File: config.mk
export PLATFORM = sky130hd
export DESIGN_NAME = bcd_updown_counter
export DESIGN_NICKNAME = d
export VERILOG_FILES = /design/src/rtl/bcd_counter_pkg.sv /design/src/rtl/bcd_digit.sv /design/src/rtl/bcd_updown_counter.sv
export SDC_FILE = /design/constraint.sdc
export NUM_CORES = 1
export LEC_CHECK = 0
export CAP_MARGIN = 5
export CELL_PAD_IN_SITES_DETAIL_PLACEMENT = 0
export CELL_PAD_IN_SITES_GLOBAL_PLACEMENT = 1
export CORE_ASPECT_RATIO = 1.4
export CORE_UTILIZATION = 40
export CTS_CLUSTER_DIAMETER = 100
export DETAILED_ROUTE_END_ITERATION = 12
export GPL_ROUTABILITY_DRIVEN = 0
export PLACE_DENSITY = 0.78
export SYNTH_ARGS = -nofsm -noshare
export SYNTH_HDL_FRONTEND = slang
export SYNTH_SLANG_ARGS = --single-unit
File: constraint.sdc
create_clock -name clk -period 2.55 [get_ports clk]
set_input_delay 0.3825 -clock clk [delete_from_list [all_inputs] [get_ports clk]]
set_output_delay 0.3825 -clock clk [all_outputs]
set_load 0.005 [all_outputs]
File: src/rtl/bcd_counter_pkg.sv
// Shared BCD types, digit limits and the binary-to-BCD conversion used for
// load and wrap values.
package bcd_counter_pkg;

    typedef logic [3:0] bcd_digit_t;

    localparam bcd_digit_t BCD_MAX_DIGIT  = 4'd9;
    localparam bcd_digit_t BCD_MIN_DIGIT  = 4'd0;
    localparam int         BCD_MAX_DIGITS = 8;
    localparam int         BCD_MAX_W      = BCD_MAX_DIGITS * 4;

    // Converts value into packed BCD, least significant digit in bits [3:0].
    // Only the low 'digits' digits are filled; the rest stay zero.
    function automatic logic [BCD_MAX_W-1:0] bin_to_bcd(input logic [31:0] value,
                                                         input int digits);
        logic [BCD_MAX_W-1:0] result;
        logic [31:0]          rem;
        logic [31:0]          dig;
        result = '0;
        rem    = value;
        for (int i = 0; i < BCD_MAX_DIGITS; i++) begin
            if (i < digits) begin
                dig              = rem % 32'd10;
                result[i*4 +: 4] = dig[3:0];
                rem              = rem / 32'd10;
            end
        end
        return result;
    endfunction

endpackage

File: src/rtl/bcd_digit.sv
// Combinational single BCD digit cell: +1 with carry out, -1 with borrow out.
// Chained by the counter top so that carry/borrow ripple upward.
module bcd_digit
    import bcd_counter_pkg::*;
(
    input  logic [3:0] digit_in,
    input  logic       up,
    input  logic       down,
    output logic [3:0] digit_out,
    output logic       carry,
    output logic       borrow
);

    always_comb begin
        digit_out = digit_in;
        carry     = 1'b0;
        borrow    = 1'b0;
        if (up && !down) begin
            if (digit_in == BCD_MAX_DIGIT) begin
                digit_out = BCD_MIN_DIGIT;
                carry     = 1'b1;
            end else begin
                digit_out = digit_in + 4'd1;
            end
        end else if (down && !up) begin
            if (digit_in == BCD_MIN_DIGIT) begin
                digit_out = BCD_MAX_DIGIT;
                borrow    = 1'b1;
            end else begin
                digit_out = digit_in - 4'd1;
            end
        end
    end

endmodule

File: src/rtl/bcd_updown_counter.sv
// Up/down counter with programmable ceiling, saturate/wrap mode, parallel load,
// and a BCD shadow count kept in step through a ripple chain of digit cells.
module bcd_updown_counter
    import bcd_counter_pkg::*;
#(
    parameter int DIGITS    = 2,
    parameter int MAX_COUNT = 25,
    parameter int BW        = $clog2(MAX_COUNT + 1)
) (
    input  logic                  clk,
    input  logic                  reset,
    input  logic                  inc,
    input  logic                  dec,
    input  logic                  wrap_en,
    input  logic                  load,
    input  logic [BW-1:0]         load_val,
    output logic [BW-1:0]         count,
    output logic [DIGITS*4-1:0]   bcd,
    output logic                  at_max,
    output logic                  at_min,
    output logic                  ovf,
    output logic                  unf
);

    localparam int                BCD_W   = DIGITS * 4;
    localparam logic [BW-1:0]     MAX_CNT = BW'(MAX_COUNT);
    localparam logic [BCD_W-1:0]  MAX_BCD = BCD_W'(bin_to_bcd(32'(MAX_COUNT), DIGITS));

    logic [BW-1:0]    count_q, count_d;
    logic [BCD_W-1:0] bcd_q, bcd_d;
    logic             at_max_q, at_max_d;
    logic             at_min_q, at_min_d;
    logic             ovf_q, ovf_d;
    logic             unf_q, unf_d;

    logic             do_inc, do_dec;
    logic [BW-1:0]    load_clamped;
    logic [BCD_W-1:0] bcd_step;
    logic [DIGITS:0]  up_chain, down_chain;
    logic             chain_unused;

    assign do_inc = inc & ~dec;
    assign do_dec = dec & ~inc;

    // The registered boundary flags gate the chain, so it only ever steps
    // strictly inside [0, MAX_COUNT]; wrap is handled by direct assignment.
    assign up_chain[0]   = do_inc & ~at_max_q;
    assign down_chain[0] = do_dec & ~at_min_q;

    generate
        for (genvar gi = 0; gi < DIGITS; gi++) begin : g_digit
            bcd_digit u_digit (
                .digit_in  (bcd_q[gi*4 +: 4]),
                .up        (up_chain[gi]),
                .down      (down_chain[gi]),
                .digit_out (bcd_step[gi*4 +: 4]),
                .carry     (up_chain[gi+1]),
                .borrow    (down_chain[gi+1])
            );
        end
    endgenerate

    assign chain_unused = up_chain[DIGITS] | down_chain[DIGITS];

    assign load_clamped = (load_val > MAX_CNT) ? MAX_CNT : load_val;

    always_comb begin
        count_d = count_q;
        bcd_d   = bcd_q;
        ovf_d   = 1'b0;
        unf_d   = 1'b0;
        if (load) begin
            count_d = load_clamped;
            bcd_d   = BCD_W'(bin_to_bcd(32'(load_clamped), DIGITS));
        end else if (do_inc) begin
            if (at_max_q) begin
                ovf_d = 1'b1;
                if (wrap_en) begin
                    count_d = '0;
                    bcd_d   = '0;
                end
            end else begin
                count_d = count_q + BW'(1);
                bcd_d   = bcd_step;
            end
        end else if (do_dec) begin
            if (at_min_q) begin
                unf_d = 1'b1;
                if (wrap_en) begin
                    count_d = MAX_CNT;
                    bcd_d   = MAX_BCD;
                end
            end else begin
                count_d = count_q - BW'(1);
                bcd_d   = bcd_step;
            end
        end
        at_max_d = (count_d == MAX_CNT);
        at_min_d = (count_d == '0);
    end

    always_ff @(posedge clk) begin
        if (!reset) begin
            count_q  <= '0;
            bcd_q    <= '0;
            at_max_q <= 1'b0;
            at_min_q <= 1'b1;
            ovf_q    <= 1'b0;
            unf_q    <= 1'b0;
        end else begin
            count_q  <= count_d;
            bcd_q    <= bcd_d;
            at_max_q <= at_max_d;
            at_min_q <= at_min_d;
            ovf_q    <= ovf_d;
            unf_q    <= unf_d;
        end
    end

    assign count  = count_q;
    assign bcd    = bcd_q;
    assign at_max = at_max_q;
    assign at_min = at_min_q;
    assign ovf    = ovf_q;
    assign unf    = unf_q;

endmodule

# Word-level counts from Yosys, hierarchy flattened
# Index checks and enable logic that the tools add are counted.
dict set report word_totals {
  regBits 17
  latch_bits 0
  mem_bits_rw 0
  rom_bits 0
  in_bits 11
  word_cells 78
  memories 0
}
dict set report classes {
  add_sub_neg 6
  n_mul 0
  n_div 3
  magnitude_cmp 1
  eq_ne 5
  shift 0
  muxes 31
  bitwise_logic 11
  n_reduce_logical 15
}
# op n
set op_table {}
lappend op_table {{$mux W8} 7}
lappend op_table {{$mux W5} 8}
lappend op_table {{$div A5 B4 Y32 const B} 1}
lappend op_table {{$mod A32 B4 Y32 const B} 1}
lappend op_table {{$mod A5 B4 Y32 const B} 1}
lappend op_table {{$mux W32} 1}
lappend op_table {{$mux W4} 8}
lappend op_table {{$add A4 B1 Y4 const B} 2}
lappend op_table {{$eq A4 B4 Y1 const B} 2}
lappend op_table {{$logic_not A4 Y1} 2}
lappend op_table {{$sub A4 B1 Y4 const B} 2}
lappend op_table {{$mux W1} 7}
lappend op_table {{$not A1 Y1} 7}
lappend op_table {{$add A5 B1 Y5 const B} 1}
lappend op_table {{$eq A5 B5 Y1 const B} 1}
lappend op_table {{$gt A5 B5 Y1 const B} 1}
lappend op_table {{$logic_not A5 Y1} 1}
lappend op_table {{$sub A5 B1 Y5 const B} 1}
lappend op_table {{$and A1 B1 Y1} 4}
lappend op_table {{$logic_and A1 B1 Y1} 4}
lappend op_table {{$logic_not A1 Y1} 4}
lappend op_table {{$ne A4 B3 Y1 const B} 1}
lappend op_table {{$ne A4 B4 Y1 const B} 1}
lappend op_table {{$reduce_or A4 Y1} 1}
lappend op_table {{3 further kinds} 3}

# Depth between registers and ports, before layout
dict set report depth {
  depth_word 14
  ltp_mapped 10
  mapped_depth_nobuf 9
}

# Modules after synthesis
# Synthesis repeated with hierarchy kept, for this count alone.
dict set report hier_totals {
  hier_cells 237
  area_unflattened_um2 1820.5
}
# module instances cells_each area_per_inst_um2 seq_area_each_um2
set modules_own_cells {}
lappend modules_own_cells {bcd_updown_counter 1 173 1417.6 340.3}
lappend modules_own_cells {bcd_digit 2 32 201.4 0.0}

# Worst setup path before layout
# Ideal clock, no wire load.
dict set report synth_timing {
  kind {input to register}
  from {input load_val[4]}
  to {register bcd_q[1], in the netlist bcd[1]}
  setup_ns 0.095
  arrival_time_ns 2.097
  t_required_ns 2.455
  path_slack_ns 0.358
  path_stages 10
  path_cell_list {buf_6 nand2_1 nand2_1 inv_1 ha_1 nor3b_1 o31ai_1 a41oi_4 or4_1 o311ai_1}
}
dict set report synth_between {
  elab_chain_cells 4
}
# element line
set synth_lines {}
lappend synth_lines {{from (decl)} bcd_updown_counter.sv:16} ;# input logic [BW-1:0] load_val,
lappend synth_lines {{$gt A5 B5 Y1} bcd_updown_counter.sv:65} ;# assign load_clamped = (load_val > MAX_CNT) ? MAX_CNT : load_val;
lappend synth_lines {{$mux W5 *} bcd_updown_counter.sv:65}
lappend synth_lines {{$mod A5 B4 Y32 *} bcd_counter_pkg.sv:23} ;# dig = rem % 32'd10;
lappend synth_lines {{$mux W8 *} bcd_updown_counter.sv:72} ;# if (load) begin
lappend synth_lines {{to (signal assigned)} bcd_updown_counter.sv:105} ;# bcd_q <= '0;
lappend synth_lines {{to (signal assigned)} bcd_updown_counter.sv:112} ;# bcd_q <= bcd_d;
lappend synth_lines {{to (decl)} bcd_updown_counter.sv:30} ;# logic [BCD_W-1:0] bcd_q, bcd_d;
# Every way passes the cells marked *; elsewhere a longest branch is shown, timed or not.
# A chain may end at the register's enable or synchronous reset.

# Worst setup path in the final report
dict set report layout_timing {
  from {input load_val[3]}
  to {register bcd_q[1], in the netlist bcd[1]}
}
# Same word-level chain as after synthesis.

==> results.rst <==
.. list-table::
   :header-rows: 1

   * - Metric
     - Value
   * - Diode count
     - 0
   * - Share of synthesized area occupied by flip-flops and latches
     - 18.66%
   * - Stages on the worst setup path
     - 11
   * - Count of final hold-check violations
     - 0
   * - Cell area after layout
     - 2333 um^2
   * - Layout filler cell count
     - 439
   * - Yosys warns
     - 0
   * - Share of cells above drive strength 1
     - 14.29%
   * - Vias in the first global route
     - 1886
   * - Mean cell area of the mapped netlist
     - 7.665 um^2
   * - Post-synthesis instance area
     - 1824 um^2
   * - Buffers on Ports
     - 27
   * - Die footprint
     - 4839 um^2
   * - Worst reg2reg path startpoint
     - bcd[1]
   * - Post-Synth Simple-Gate Area
     - 30.25%
   * - Total negative setup slack
     - 0 ps
   * - Starting density of the core
     - 42.33%
   * - Shortest period the worst path allows
     - 2255 ps
   * - Post-cts repair resize count
     - 0
   * - Hold slack
     - 587.1 ps
   * - Crit Path Category
     - input port to register
   * - Syn Nets
     - 258
   * - RSZ-0062 raised after global routing
     - false
   * - Count of cell types in the netlist
     - 70
   * - Worst ir drop on vdd
     - 235.4 uV
   * - Share of the synthesized area in compound gates (AO/OA/AOI/OAI)
     - 34.64%
   * - Fmax
     - 0.4435 GHz
   * - Area of the placeable core
     - 4309 um^2
   * - Post-CTS Hold Buffers
     - 0
   * - Final number of setup-violating endpoints
     - 0
   * - H-tree depth
     - 1
   * - Flop-to-flop setup slack
     - 370 ps
   * - Most frequent standard cell in the layout excluding fill and tap cells
     - clkdlybuf4s50_1
   * - CTS Buffer Depth
     - 2
   * - Total number of vias
     - 1981
   * - Clock transition at the register clock pins on the worst setup and hold paths after CTS
     - 70 ps
   * - Maximum number of pins on one net before global-route repair
     - 17
   * - Combinational family with the most area after synthesis
     - compound AO/OA/AOI/OAI gates
   * - Final routed DRC violation total
     - 0
   * - Max-cap violations
     - 0
   * - Post-Syn Instances
     - 238
   * - Total Routing Usage GR
     - 24.68%
   * - Period utilization
     - 88.42%
   * - Ratio of total power to cell area
     - 373.6 nW/um^2
   * - CP max FO
     - 6
   * - Post-synthesis xor/xnor area fraction
     - 0.4801%
   * - Max Clock Skew
     - 8.219 ps
   * - Number of setup buffers added after CTS
     - 0
   * - Stage delay of the slowest cell on the critical path
     - 520 ps
   * - Global-route wire length before repair
     - 9.142 mm
   * - End point of the critical path
     - bcd[1]
   * - Depth of the most critical reg-to-reg path
     - 8
   * - Remaining number of nets flagged by the antenna check after routing
     - 0
   * - Die width
     - 59.08 um
   * - Required time of the critical path
     - 2720 ps
   * - Top cell type's share of synthesized area
     - 18.66%
   * - Most frequent CP cell
     - nand2_1
   * - I/O pins
     - 28
   * - Gate family responsible for the most delay along the worst path
     - simple AND/OR/NAND/NOR gates
   * - CP bufs+invs
     - 3
   * - Overall die height
     - 81.91 um
   * - EDFF count, synth
     - 0
   * - Arithmetic-cell share of the synthesized area counting full adders, half adders and majority gates
     - 6.173%
   * - Commonest cells after routing, fill and taps aside
     - 27 x clkdlybuf4s50_1, 26 x buf_4, 21 x nand2_1
   * - Leakage power total
     - 0.8802 nW
   * - Overflow left after global routing
     - 0
   * - Site row count
     - 28
   * - Transition time at the pin with the least slew margin
     - 584.2 ps
   * - Average wire length per cell after detail routing
     - 16.13 um
   * - Clock tree from TritonCTS
     - built
   * - Result of the run
     - finished clean
   * - Number of buffers inserted during clock tree synthesis
     - 3
   * - Startpoint type of the worst setup path
     - input port
   * - Fraction of synthesis flops using an asynchronous set or reset pin
     - 0%
   * - CP arrival
     - 2420 ps
   * - Fraction of synthesized area in multiplexers
     - 1.920%
   * - CP Capture Type
     - register
   * - Final core utilization
     - 54.15%
   * - Normalized max-slew margin
     - 61.00%
   * - First-pass iteration count of the detailed router
     - 4
   * - Largest area contributor in the netlist
     - dfxtp_1
   * - Detailed router's first-iteration violation count
     - 104
   * - Half-perimeter wire length of the detailed placement result
     - 4.257 mm
   * - Slowest-stage cell, CP
     - or4_1
   * - Top cells by area, synth
     - dfxtp_1 19%, ha_1 6.2%, nand2_1 4.3%, o21ai_0 3.8%, inv_1 3.3%
   * - Synth-to-layout area growth
     - 27.92%
   * - Critical path origin
     - load_val[3]
   * - Clock latency reported for the late side of the worst-skew pair
     - 260 ps
   * - Ordered cell list for the critical path
     - clkdlybuf4s50_1, nand2_1, nand2_1, inv_1, ha_1, nor3b_1, o31ai_1, buf_4, a41oi_4, or4_1, o311ai_1
   * - Final number of max-transition violations
     - 0
   * - Number of nets in the final layout
     - 301
   * - Library cell used as clock root buffer
     - clkbuf_8
   * - Antenna violations before repair
     - 0
   * - Vias per cell
     - 5.826
   * - Placed cell area
     - 2285 um^2
   * - Routed WL
     - 5.483 mm
   * - Worst hold path type
     - register to register
   * - # clock sinks
     - 17
   * - Total of flip-flops plus latches after synthesis
     - 17
   * - Dominant synthesized flop cell
     - dfxtp_1
   * - R2r endpoint
     - bcd[6]
registers in the layout (all words and copies together), names as in the netlist:
register and count:
bcd 8, count 5, at_min 1, at_max 1
ovf 1, unf 1
metrics by stage:
stage          setup slack [ps]  cells  power (mW)
6_report                  295.2    340      0.8717
3_5_place_dp              3.070    336      0.6536
4_1_cts                   280.3    340      0.8774
5_1_grt                   99.43    340      0.9313
3_3_place_gp              28.37    336      0.6543
2_1_floorplan             357.6    238      0.5133
worst min-delay path: stages, from the launching register on:
cell and delay (ps):
dfxtp_1 390, nand2_1 90, a21oi_1 60
power breakdown:
| part | switching (mW) | internal (mW) | total, mW |
|---|---|---|---|
| Sequential | 0.0415 | 0.283 | 0.325 |
| Clock | 0.112 | 0.110 | 0.222 |
| Combinational | 0.161 | 0.164 | 0.325 |
cell usage after synthesis, types with 4 or more instances:
library cell,instances
a211o_1,4
a21oi_1,11
a311oi_1,4
a31oi_1,4
and2_1,5
buf_2,7
clkbuf_1,5
dfxtp_1,17
ha_1,9
inv_1,16
nand2_1,21
nand2b_1,7
nand4_1,5
nor2_1,14
nor2b_1,5
nor3_1,5
nor3b_1,5
nor4b_1,4
o211ai_1,5
o21ai_0,14
area by class of cell:
class                   count  area [um^2]  area share, %
clock buffers               3        41.29          1.769
clock inverters             1        7.507         0.3217
inverters                  17        63.81          2.735
multi-input cells         189         1340          57.43
flip-flops and latches     17        340.3          14.58
well taps                  60        75.07          3.217
repair buffers             53        465.4          19.95
cell families after synthesis:
| logic type | Yosys count |
|---|---|
| AND/OR/NAND/NOR | 94 |
| multiplexers | 3 |
| flip-flops | 17 |
| AO/OA/AOI/OAI | 82 |
| buffers and inverters | 32 |
| XOR/XNOR | 1 |
| adder cells (fa/ha/maj) | 9 |
per-layer routing:
metal / global-route usage [%] / wire length, um / vias up
met5: 0 / 0 / -
met2: 41.48 / 2659 / 55
li1: - / - / 988
met3: 2.677 / 210 / 17
met1: 30.75 / 2425 / 921
met4: 12.38 / 188 / 0
worst min path at each step:
stage                 from     end  slack, ps  depth (start not counted)
finish              bcd[6]  bcd[6]        590                          2
global route        bcd[6]  bcd[6]        610                          2
CTS                 bcd[6]  bcd[6]        590                          2
detailed placement  bcd[6]  bcd[6]        580                          2
global placement    bcd[6]  bcd[6]        550                          2
floorplan           bcd[6]  bcd[6]        530                          2
Power figures use the tool's default switching activity.
